### src/rtl/status_init_ctrl_pkg.sv
// Shared parameters for the status array front-end controller: row geometry,
// FSM encodings and the derived row count.
package status_init_ctrl_pkg;

    localparam int ADDR_WIDTH = 4;
    localparam int ROW_WIDTH  = 8;
    localparam int NUM_BLOCKS = 8;
    localparam int NUM_ROWS   = 2 ** ADDR_WIDTH;

    typedef enum logic {
        ST_INIT = 1'b0,
        ST_RUN  = 1'b1
    } state_t;

    // Last row of the sweep; reaching it ends INIT.
    localparam logic [ADDR_WIDTH-1:0] LAST_ROW = ADDR_WIDTH'(NUM_ROWS - 1);

endpackage

### src/rtl/status_init_ctrl.sv
// status_init_ctrl: sits in front of the status array read/write ports.
// After reset it sweeps every row with all-zero data and a full mask, holding
// off fetch reads and fill writes; afterwards it forwards both and refuses a
// read that collides with a same-row write in the same cycle.
// Optional build macro STATUS_FLUSH_EN adds i_flush, which restarts the sweep
// from RUN.
module status_init_ctrl
    import status_init_ctrl_pkg::*;
#(
    parameter int TAG_WIDTH = 1
) (
    input  logic                  gated_clk,
    input  logic                  arst_n,
    input  logic                  i_halt,
    input  logic [TAG_WIDTH-1:0]  i_tag,
    input  logic [ADDR_WIDTH-1:0] i_r_addr,
    input  logic                  i_r_valid,
    output logic                  o_r_ready,
    input  logic [ADDR_WIDTH-1:0] i_w_addr,
    input  logic [ROW_WIDTH-1:0]  i_w_data,
    input  logic [NUM_BLOCKS-1:0] i_w_wmask,
    input  logic                  i_w_valid,
    output logic                  o_w_ready,
`ifdef STATUS_FLUSH_EN
    input  logic                  i_flush,
`endif
    output logic [TAG_WIDTH-1:0]  o_tag,
    output logic [ADDR_WIDTH-1:0] o_r_addr,
    output logic                  o_r_valid,
    output logic [ADDR_WIDTH-1:0] o_w_addr,
    output logic [ROW_WIDTH-1:0]  o_w_data,
    output logic [NUM_BLOCKS-1:0] o_w_wmask,
    output logic                  o_w_valid,
    output logic                  o_init_done
);

    state_t                  state, state_nxt;
    logic [ADDR_WIDTH-1:0]   cnt, cnt_nxt;
    logic                    conflict;
    logic                    r_ready;
    logic                    r_valid;
    logic                    flush_req;

`ifdef STATUS_FLUSH_EN
    assign flush_req = i_flush;
`else
    assign flush_req = 1'b0;
`endif

    // State and sweep counter; asynchronous reset restarts the sweep at row 0.
    always_ff @(posedge gated_clk or negedge arst_n) begin
        if (!arst_n) begin
            state <= ST_INIT;
            cnt   <= '0;
        end else begin
            state <= state_nxt;
            cnt   <= cnt_nxt;
        end
    end

    // Next state: sweep advances only when not halted; flush re-enters INIT.
    always_comb begin
        state_nxt = state;
        cnt_nxt   = cnt;
        if (!i_halt) begin
            case (state)
                ST_INIT: begin
                    cnt_nxt = cnt + 1'b1;
                    if (cnt == LAST_ROW) begin
                        state_nxt = ST_RUN;
                    end
                end
                ST_RUN: begin
                    if (flush_req) begin
                        state_nxt = ST_INIT;
                        cnt_nxt   = '0;
                    end
                end
                default: begin
                    state_nxt = ST_INIT;
                    cnt_nxt   = '0;
                end
            endcase
        end
    end

    // Read path decode: a same-row write wins, the read is refused this cycle.
    always_comb begin
        conflict = i_w_valid & i_r_valid & (i_w_addr == i_r_addr);
        r_ready  = (state == ST_RUN) & ~i_halt & ~conflict;
        r_valid  = i_r_valid & r_ready;
    end

    // Output decode: INIT drives the sweep write, RUN passes requests through.
    always_comb begin
        o_r_addr    = i_r_addr;
        o_r_ready   = r_ready;
        o_r_valid   = r_valid;
        o_tag       = i_tag & {TAG_WIDTH{r_valid}};
        o_w_ready   = 1'b0;
        o_w_valid   = 1'b0;
        o_w_addr    = cnt;
        o_w_data    = '0;
        o_w_wmask   = '1;
        o_init_done = 1'b0;
        if (state == ST_RUN) begin
            o_w_ready   = ~i_halt;
            o_w_valid   = i_w_valid & ~i_halt;
            o_w_addr    = i_w_addr;
            o_w_data    = i_w_data;
            o_w_wmask   = i_w_wmask;
            o_init_done = 1'b1;
        end else begin
            o_w_valid   = ~i_halt;
        end
    end

endmodule

### config.mk
export PLATFORM = sky130hd
export DESIGN_NAME = status_init_ctrl
export DESIGN_NICKNAME = d
export VERILOG_FILES = /design/src/rtl/status_init_ctrl_pkg.sv /design/src/rtl/status_init_ctrl.sv
export SDC_FILE = /design/constraint.sdc
export NUM_CORES = 1
export LEC_CHECK = 0
export BUFFER_PORTS_ARGS = -buffer_cell sky130_fd_sc_hd__buf_2
export CAP_MARGIN = 20
export CORE_MARGIN = 8
export CORE_UTILIZATION = 34
export DETAILED_ROUTE_END_ITERATION = 8
export GPL_ROUTABILITY_DRIVEN = 0
export HOLD_SLACK_MARGIN = 0.08
export PLACE_DENSITY = 0.84
export SYNTH_ARGS = -nofsm -noshare
export SYNTH_HDL_FRONTEND = slang
export SYNTH_SLANG_ARGS = --single-unit
### constraint.sdc
create_clock -name gated_clk -period 1.9 [get_ports gated_clk]
set_input_delay 0.095 -clock gated_clk [delete_from_list [all_inputs] [get_ports gated_clk]]
set_output_delay 0.095 -clock gated_clk [all_outputs]
set_load 0.02 [all_outputs]
---- Yosys cells after proc, flatten, opt, wreduce, memory -nomap -nowiden ----
Index checks and enable logic that the tools add are counted.
operators by class
  magnitude comparators ................... 0
  bitwise logic cells ..................... 10
  divide/modulo/power cells ............... 0
  mux-type cells .......................... 9
  eq/ne operators ......................... 2
  reduce and logical (&&, ||, !) cells .... 1
  multipliers ............................. 0
  add/sub/neg operators ................... 1
  shift-type cells ........................ 0
operators with widths
  kind                 count
  $mux 8               2
  $mux 4               2
  $and 1x1->1          7
  $add 4x1->4 const B  1
  $eq 4x4->1           1
  $eq 4x4->1 const B   1
  $mux 1               4
  $not 1->1            3
  $pmux 1 s2           1
  $reduce_and 2->1     1
word-level totals
  bits of input ports ..................... 30
  bits in latches ......................... 0
  memory bits (read-only) ................. 0
  memories kept ........................... 0
  register bits ........................... 5
  bits in writable memories ............... 0
  output and inout bits ................... 30

---- Depth between registers and ports, before layout ----
Gate-level depths: netlist of run 1.
  depth after elaboration ................. 6
  depth in mapped cells ................... 3
  mapped depth without buffers ............ 3

---- Worst setup path after synthesis of run 1 ----
No wires, ideal clock.
  kind .................................... register -> output
  start ................................... reg state
  end ..................................... out o_tag
  data required time ...................... 1805 ps
  path slack .............................. 530 ps
  cell stages (with the launch flop) ...... 4
  buffers on the path ..................... 0
  arrival ................................. 1275 ps
  path through ............................ dfrtp_1 > and2b_2 > nand3_1 > a31oi_1
between the ends
  cells in the longest elaborated chain, start to end .. 4
RTL lines
  what                       line                    source
  start: declaration         status_init_ctrl.sv:37  state_t state, state_nxt;
  start signal: assignment   status_init_ctrl.sv:56  state <= state_nxt;
  $and 1x1->1 (2 in series)  status_init_ctrl.sv:90  r_ready = (state == ST_RUN) & ~i_halt & ~conflict;
  $and 1x1->1                status_init_ctrl.sv:91  r_valid = i_r_valid & r_ready;
  $and 1x1->1                status_init_ctrl.sv:99  o_tag = i_tag & {TAG_WIDTH{r_valid}};
  end: declaration           status_init_ctrl.sv:27  output logic [TAG_WIDTH-1:0] o_tag,
No other way between the ends.

---- Worst setup path after layout of run 1 ----
  start ................................... reg state
  end ..................................... out o_w_addr[0]
between the ends
  cells in the longest elaborated chain, start to end .. 1
RTL lines
  what              line                     source
  $mux 4            status_init_ctrl.sv:106  if (state == ST_RUN) begin
  end: declaration  status_init_ctrl.sv:30   output logic [ADDR_WIDTH-1:0] o_w_addr,
No other way between the ends.

==> flow_summary.json, run 1 <==
{
  "run_status": "completed",
  "path_max_fanout": 17,
  "min_period_over_period": 0.8868,
  "dpl-instance-area_sq_um": 769.5,
  "critical_path_class": "flop to output pin",
  "cp-startpoint": "state$_DFFE_PN0N_",
  "p_per_area_nw_per_um2": 1341,
  "worst_slew_pin_slew_ps": 476.2,
  "via_per_inst": 4.326,
  "crit_arrival_ps": 1590,
  "grt_setup_unrepaired": "false",
  "die-width_microns": 53.93,
  "core-area_sq_um": 1318,
  "syn_avg_cell_area_sq_um": 8.895,
  "fin_crit_ps": 1685,
  "cts_resized": 0,
  "grtUsageTotal": 0.1264,
  "syn2layout_area_growth_pct": 64.71,
  "p_leak_nw": 0.4444,
  "grt_pass1_wl_microns": 2732,
  "cts_max_level": 1,
  "grt_pass1_vias": 570,
  "critical_path.max_stage_delay_ps": 630,
  "cts_tree": "yes",
  "cap_violations": 0,
  "required_ps": 1800,
  "busiest_layer": "met2",
  "met1_usage": 0.1127,
  "io_pins": 60,
  "drtIter0Drc": 4,
  "design_area_sq_um": 805.8,
  "cp-end-kind": "output pin",
  "num_vias": 558,
  "nets": 146,
  "use_met3": 0.02755,
  "layout_common_cells": "buf_2 (59), nand2b_1 (8), and2_1 (8)",
  "clk_latency_ps": 240,
  "post_drt_wl_per_cell_microns": 14.40,
  "synthTopCellsByArea": "dfrtp_1 (26%), and2_1 (10%), nand2b_1 (10%)",
  "dp_hpwl_microns": 1674,
  "clk_pin_slew_ps": 40,
  "synthDistinctLibCells": 22,
  "ant_nets": 0,
  "syn_nets": 86,
  "ctsHoldBuffers": 1,
  "maxSlewViolCount": 0,
  "drc": 0,
  "antenna_found_initial": 0,
  "cts_buffer_depth": 2,
  "power_mw": 1.081,
  "firstDrtPassIters": 4,
  "start_util": 0.3713,
  "irDropWorstVdd_v": 0.0005844,
  "hold_viol_final": 0,
  "die_h_microns": 53.93,
  "fillers": 139,
  "netlist_area_sq_um": 489.2,
  "mostFrequentLayoutCell": "buf_2",
  "final-setup-viol-count": 0,
  "antenna_cells": 0,
  "synth-seq-cells": 5,
  "core.rowCount": 13,
  "post-route-util": 0.6116,
  "yosys.area.top_type_share": 0.2558,
  "fmax_mhz": 593.5,
  "gr-total-overflow": 0,
  "ys_warn_count": 0,
  "syn_inst": 55,
  "grt_max_degree": 18,
  "timing.slew.headroom": 0.6825,
  "use_met2": 0.2606,
  "clkSinkCount": 5,
  "synth.yosys.seq_area_share": 0.2558,
  "dieArea_sq_um": 2908,
  "r2r_start": "state$_DFFE_PN0N_",
  "cpMaxStageDelayCell": "dfrtp_1",
  "portBuffers": 59,
  "postCtsSetupBuffers": 0,
  "yosys.area.top_type": "dfrtp_1",
  "cts_buffers": 3,
  "root_buffer": "clkbuf_4",
  "crit_chain": "buf_4, mux2_2, buf_2",
  "drive_gt1_frac": 0.6140,
  "skew_ps": 0.9060,
  "hp-class": "primary input to asynchronous set/reset pin",
  "drt_wl_total_microns": 1857,
  "setup_tns_ps": 0,
  "cp-start-kind": "flop"
}
-- sequential cells by signal, indices dropped and copies added, names as in the netlist --
name and flops:
cnt 4, state 1
-- cells in the mapped netlist --
| master | count |
|---|---|
| inv_1 | 2 |
| nand4b_1 | 1 |
| mux2_2 | 4 |
| nand2b_1 | 8 |
| nand2_1 | 2 |
| clkbuf_1 | 1 |
| and2_1 | 8 |
| dfrtp_1 | 5 |
| a31oi_1 | 2 |
| xor2_1 | 4 |
| buf_4 | 5 |
| and2b_2 | 1 |
| ha_1 | 1 |
| nor3_2 | 1 |
| nor2_1 | 1 |
| nand3_1 | 1 |
| a31o_2 | 1 |
| mux2_1 | 1 |
| nor2b_1 | 1 |
| xnor2_1 | 3 |
| a21oi_1 | 1 |
| a41oi_1 | 1 |
-- worst paths after layout --
check,cells past startpoint,endpoint,slack [ps]
min in group gated_clk,3,cnt[0]$_DFFE_PN0P_,240
worst max register to register,2,cnt[1]$_DFFE_PN0P_,580
worst max-delay path,3,o_w_addr[0],220
worst min-delay path,2,cnt[3]$_DFFE_PN0P_,200
max in group asynchronous,2,state$_DFFE_PN0N_,1570
worst min register to register,1,cnt[2]$_DFFE_PN0P_,490
-- routing by layer --
| metal | vias to the layer above | wire length, microns |
|---|---|---|
| li1 | 296 | - |
| met1 | 249 | 565 |
| met2 | 13 | 1165 |
| met3 | 0 | 126 |
| met4 | 0 | 0 |
| met5 | - | 0 |
-- where the power goes --
| group | internal, mW | switching [mW] |
|---|---|---|
| clock | 0.0792 | 0.0407 |
| sequential | 0.163 | 0.0913 |
| combinational | 0.298 | 0.409 |
-- cells by family (layout without fill, tap and decap cells) --
kind of cell / after synthesis / after routing / synth area share
adders and majority gates: 1 / 1 / 0.02557
muxes: 5 / 5 / 0.1151
and+or+nand+nor: 24 / 24 / 0.3069
buffers and inverters: 8 / 67 / 0.09975
AOI/OAI and AO/OA: 5 / 5 / 0.07160
xor gates and xnor gates: 7 / 7 / 0.1253
DFF: 5 / 5 / 0.2558
-- per-stage QoR --
step	hold slack [ps]	worst slack (ps)	cells
2_1_floorplan	-200.6	529.7	55
3_3_place_gp	-89.63	507.4	124
3_5_place_dp	-86.33	485.4	124
4_1_cts	189.2	219.1	129
5_1_grt	198.7	140.5	129
6_report	204.9	215.1	129
-- critical path: cells and delay by family (launching register included) --
kind,cells,cell delay (ps)
flip-flops,1,630
buffers and inverters,2,400
multiplexers,1,330
-- cell type report --
type / instances / area [sq um] / share of cell area
flip-flops and latches: 5 / 125.1 / 0.1553
clock buffers: 4 / 26.28 / 0.03261
multi-input cells: 42 / 315.3 / 0.3913
repair buffers: 61 / 312.8 / 0.3882
well taps: 15 / 18.77 / 0.02329
inverters: 2 / 7.507 / 0.009317
(Power assumes the default switching activity.)
==> run 2: changes to the inputs <==
--- a/config.mk
+++ b/config.mk
@@ -5,14 +5,14 @@
 export SDC_FILE = /design/constraint.sdc
 export NUM_CORES = 1
 export LEC_CHECK = 0
-export BUFFER_PORTS_ARGS = -buffer_cell sky130_fd_sc_hd__buf_2
+export BUFFER_PORTS_ARGS = -buffer_cell sky130_fd_sc_hd__buf_4
 export CAP_MARGIN = 20
 export CORE_MARGIN = 8
-export CORE_UTILIZATION = 34
+export CORE_UTILIZATION = 31
 export DETAILED_ROUTE_END_ITERATION = 8
 export GPL_ROUTABILITY_DRIVEN = 0
 export HOLD_SLACK_MARGIN = 0.08
-export PLACE_DENSITY = 0.84
+export PLACE_DENSITY_LB_ADDON = 0.15
 export SYNTH_ARGS = -nofsm -noshare
 export SYNTH_HDL_FRONTEND = slang
 export SYNTH_SLANG_ARGS = --single-unit
==> constraint.sdc (replaced) <==
create_clock -name gated_clk -period 1.85 [get_ports gated_clk]
set_input_delay 0.0925 -clock gated_clk [delete_from_list [all_inputs] [get_ports gated_clk]]
set_output_delay 0.0925 -clock gated_clk [all_outputs]
set_load 0.02 [all_outputs]
==> run 2 against run 1 <==
Compared with the run above: clock skew is 0.64 ps lower; routed wire length is 2.7% lower; power grew 14%; worst hold slack lost 13 ps; critical path type unchanged; flip-flop and latch count unchanged; combinational power rose by 20%; sequential share of layout area is 2.4 points lower; worst setup slack better by 74 ps; critical path depth rose by 1; count of clock-buffer cells in the layout stayed put; critical endpoint is now o_tag; first-iteration DRC count unchanged.
==> flow_summary.json, run 2 (synthesis gave the netlist of run 1 again) <==
{
  "drtIter0Drc": 4,
  "irDropWorstVdd_v": 0.0008624,
  "core-area_sq_um": 1489,
  "cts_max_level": 1,
  "timing.slew.headroom": 0.7190,
  "firstDrtPassIters": 3,
  "antenna_found_initial": 0,
  "cts_buffers": 3,
  "regMostFlops": "cnt",
  "cts_resized": 0,
  "worst_slew_pin_slew_ps": 421.5,
  "mostFrequentLayoutCell": "buf_4",
  "hold_viol_final": 0,
  "min_period_over_period": 0.8437,
  "syn2layout_area_growth_pct": 95.14,
  "grt_pass1_vias": 619,
  "clk_pin_slew_ps": 40,
  "maxSlewViolCount": 0,
  "required_ps": 1760,
  "ctsHoldBuffers": 1,
  "final-setup-viol-count": 0,
  "num_vias": 569,
  "die_h_microns": 55.73,
  "cp-end-kind": "output pin",
  "hold_ws_ps": 192.4,
  "cpMaxStageDelayCell": "dfrtp_1",
  "crit_chain": "and2b_2, nand3_1, a31oi_1, buf_4",
  "cp-start-kind": "flop",
  "clkSinkCount": 5,
  "cts_buffer_depth": 2,
  "start_util": 0.3286,
  "post-route-util": 0.6412,
  "grt_setup_unrepaired": "false",
  "drive_gt1_frac": 0.6140,
  "antenna_cells": 0,
  "grtUsageTotal": 0.1148,
  "layout_common_cells": "buf_4 (60), nand2b_1 (8), and2_1 (8)",
  "drc": 0,
  "setup_tns_ps": 0,
  "core.rowCount": 14,
  "instances_no_fill": 130,
  "dp_hpwl_microns": 1570,
  "gr-total-overflow": 0,
  "dieArea_sq_um": 3105,
  "fmax_mhz": 640.7,
  "postCtsSetupBuffers": 0,
  "crit_arrival_ps": 1470,
  "grt_pass1_wl_microns": 3042,
  "largest_reg_flops": 4,
  "cap_violations": 0,
  "critical_path.max_stage_delay_ps": 590,
  "clk_latency_ps": 240,
  "p_per_area_nw_per_um2": 1287,
  "skew_ps": 0.2665,
  "hp-class": "primary input to flop",
  "run_status": "completed",
  "nets": 146,
  "drt_wl_total_microns": 1806,
  "portBuffers": 59,
  "ant_nets": 0,
  "post_drt_wl_per_cell_microns": 13.89,
  "p_leak_nw": 0.4946,
  "root_buffer": "clkbuf_4",
  "fin_crit_ps": 1561,
  "top_regs": "cnt: 4 flops, state: 1 flops",
  "die-width_microns": 55.73,
  "via_per_inst": 4.377,
  "critical_path_class": "flop to output pin",
  "placed_cells": 125,
  "io_pins": 60,
  "design_area_sq_um": 954.7,
  "dpl-instance-area_sq_um": 918.4,
  "path_max_fanout": 17,
  "cts_tree": "yes",
  "grt_max_degree": 18
}
## run 2: per-stage QoR
step                      total power [mW]  setup slack, ps
after floorplan                     0.7378            482.2
after detailed placement             1.114            521.0
after CTS                            1.251            260.0
final                                1.229            289.1
after global placement               1.104            553.8
after global routing                 1.319            146.5
## run 2: final cells by class
| class | count | area (sq um) |
|---|---|---|
| clock buffer | 4 | 26.28 |
| timing repair buffer | 61 | 460.4 |
| sequential | 5 | 125.1 |
| multi-input combinational | 42 | 315.3 |
| tap | 16 | 20.02 |
| inverter | 2 | 7.507 |
| fill | 143 | 534.3 |
## run 2: final timing paths
kind,slack (ps),startpoint,cells after the start,to
max in group asynchronous,1540,arst_n,2,cnt[2]$_DFFE_PN0P_
setup / recovery,290,state$_DFFE_PN0N_,4,o_tag
hold reg to reg,490,cnt[2]$_DFFE_PN0P_,1,cnt[2]$_DFFE_PN0P_
min in group asynchronous,200,arst_n,2,cnt[3]$_DFFE_PN0P_
hold / removal,190,i_halt,3,cnt[0]$_DFFE_PN0P_
setup reg to reg,560,state$_DFFE_PN0N_,2,cnt[1]$_DFFE_PN0P_
## run 2: critical path: cells and delay by family (launching register included)
kind	cells	cell delay [ps]
flip-flops	1	590
AND/OR/NAND/NOR	2	340
buffers and inverters	1	160
AO/OA/AOI/OAI	1	140
## run 2: where the power goes
part	switching [mW]	internal, mW	leakage (nW)	total (mW)
Clock	0.0425	0.0814	0.0150	0.124
Combinational	0.431	0.419	0.422	0.850
Sequential	0.0874	0.167	0.0579	0.255
Total	0.561	0.667	0.495	1.23
## run 2: layer usage
metal,track usage,share of wire,wire (microns),vias up
met1,0.1082,0.34,620,255
li1,-,-,-,297
met5,0,0,0,-
met3,0.02740,0.056,101,0
met2,0.2324,0.60,1085,17
met4,0.03169,0,0,0
==> run 3: changes to the inputs <==
--- a/config.mk
+++ b/config.mk
@@ -8,7 +8,7 @@
 export BUFFER_PORTS_ARGS = -buffer_cell sky130_fd_sc_hd__buf_4
 export CAP_MARGIN = 20
 export CORE_MARGIN = 8
-export CORE_UTILIZATION = 31
+export CORE_UTILIZATION = 28
 export DETAILED_ROUTE_END_ITERATION = 8
 export GPL_ROUTABILITY_DRIVEN = 0
 export HOLD_SLACK_MARGIN = 0.08
==> constraint.sdc (replaced) <==
create_clock -name gated_clk -period 1.42 [get_ports gated_clk]
set_input_delay 0.071 -clock gated_clk [delete_from_list [all_inputs] [get_ports gated_clk]]
set_output_delay 0.071 -clock gated_clk [all_outputs]
set_load 0.02 [all_outputs]
==> run 3 against run 2 <==
Compared with the run above: die area up 7.6%; worst setup slack worse by 200 ps; worst hold slack lost 20 ps; critical endpoint is now o_w_addr[2].
==> flow_summary.json, run 3 (synthesis gave the netlist of run 1 again) <==
{
  "run_status": "completed",
  "maxSlewViolCount": 0,
  "layout_common_cells": "buf_4 (63), nand2b_1 (8), and2_1 (8)",
  "hold_ws_ps": 172.9,
  "firstDrtPassIters": 4,
  "setup_tns_ps": 0,
  "clk_latency_ps": 240,
  "via_per_inst": 4.358,
  "post_drt_wl_per_cell_microns": 13.34,
  "start_util": 0.2896,
  "crit_arrival_ps": 1260,
  "reg2reg_slack_ps": 170,
  "clk_pin_slew_ps": 40,
  "min_period_over_period": 0.9359,
  "mostFrequentLayoutCell": "buf_4",
  "skew_ps": 1.519,
  "io_pins": 60,
  "top_regs": "cnt: 4 flops, state: 1 flops",
  "drt_wl_total_microns": 1788,
  "gr-total-overflow": 0,
  "timing.slew.headroom": 0.8415,
  "dp_hpwl_microns": 1570,
  "p_per_area_nw_per_um2": 1696,
  "drive_gt1_frac": 0.6325,
  "path_max_fanout": 6,
  "die_h_microns": 57.80,
  "clkSinkCount": 5,
  "grt_setup_unrepaired": "false",
  "core.rowCount": 15,
  "cp-start-kind": "flop",
  "fmax_mhz": 752.5,
  "dpl-instance-area_sq_um": 927.1,
  "nets": 149,
  "post-route-util": 0.5800,
  "ant_nets": 0,
  "fillers": 171,
  "root_buffer": "clkbuf_4",
  "irDropWorstVdd_v": 0.0007737,
  "hp-class": "primary input to asynchronous set/reset pin",
  "p_leak_nw": 0.5077,
  "grt_max_degree": 12,
  "antenna_found_initial": 0,
  "hold_viol_final": 0,
  "core-area_sq_um": 1689,
  "grtUsageTotal": 0.1057,
  "largest_reg_flops": 4,
  "drc": 0,
  "cts_buffer_depth": 2,
  "antenna_cells": 0,
  "final-setup-viol-count": 0,
  "cp-end-kind": "output pin",
  "critical_path_class": "flop to output pin",
  "grt_pass1_vias": 586,
  "drtIter0Drc": 10,
  "fin_crit_ps": 1329,
  "grt_pass1_wl_microns": 2884,
  "cts_max_level": 1,
  "worst_slew_pin_slew_ps": 236.1,
  "dieArea_sq_um": 3341,
  "num_vias": 584,
  "required_ps": 1350,
  "cts_tree": "yes",
  "syn2layout_area_growth_pct": 100.3,
  "die-width_microns": 57.80,
  "cts_buffers": 3,
  "portBuffers": 59,
  "cap_violations": 0,
  "design_area_sq_um": 979.7,
  "regMostFlops": "cnt"
}
==> run 3: timing repair <==
item | CTS | global route
endpoints found under the hold margin | 5 | 0
setup endpoints to repair | 3 | 3
setup buffers | 0 | 2
hold buffers | 1 | 0
resized for setup | 1 | 0
==> run 3: worst paths after layout <==
| check | start | end | cells after the start |
|---|---|---|---|
| hold / removal | arst_n | cnt[1]$_DFFE_PN0P_ | 2 |
| setup / recovery | state$_DFFE_PN0N_ | o_w_addr[2] | 3 |
| setup reg to reg | state$_DFFE_PN0N_ | cnt[1]$_DFFE_PN0P_ | 3 |
| min in group gated_clk | i_halt | cnt[2]$_DFFE_PN0P_ | 4 |
| hold reg to reg | cnt[2]$_DFFE_PN0P_ | cnt[2]$_DFFE_PN0P_ | 1 |
| max in group asynchronous | arst_n | state$_DFFE_PN0N_ | 2 |
==> run 3: metrics by stage <==
step / cells / setup WS [ps] / power [mW]
2_1_floorplan: 55 / 73.66 / 0.9612
3_3_place_gp: 127 / 245.7 / 1.459
3_5_place_dp: 127 / 188.5 / 1.476
4_1_cts: 132 / 28.84 / 1.652
5_1_grt: 134 / 42.38 / 1.780
6_report: 134 / 91.01 / 1.661
==> run 3: worst max-delay path, cell delays in order, from the launching register on <==
cell and delay [ps]:
dfrtp_2 400, buf_4 140, mux2_2 320, buf_4 160
==> run 3: area by class of cell <==
type / instances / area [sq um] / share of cell area
clock buffer: 4 / 26.28 / 0.02682
sequential: 5 / 126.4 / 0.1290
timing repair buffer: 64 / 483.0 / 0.4930
inverter: 2 / 7.507 / 0.007663
multi-input combinational: 42 / 315.3 / 0.3218
tap: 17 / 21.27 / 0.02171
==> run 3: per-layer routing <==
metal  vias up  track usage  part of all wire
met5         -            0                 0
met3         2      0.02870             0.064
met1       258       0.1204              0.40
li1        302            -                 -
met4         0      0.04196             0.011
met2        22       0.1815              0.53
==> run 3: where the power goes <==
part / leakage, nW / switching, mW / internal [mW]
Combinational: 0.436 / 0.602 / 0.596
Sequential: 0.0571 / 0.0829 / 0.221
Clock: 0.0150 / 0.0531 / 0.106
Total: 0.508 / 0.738 / 0.923
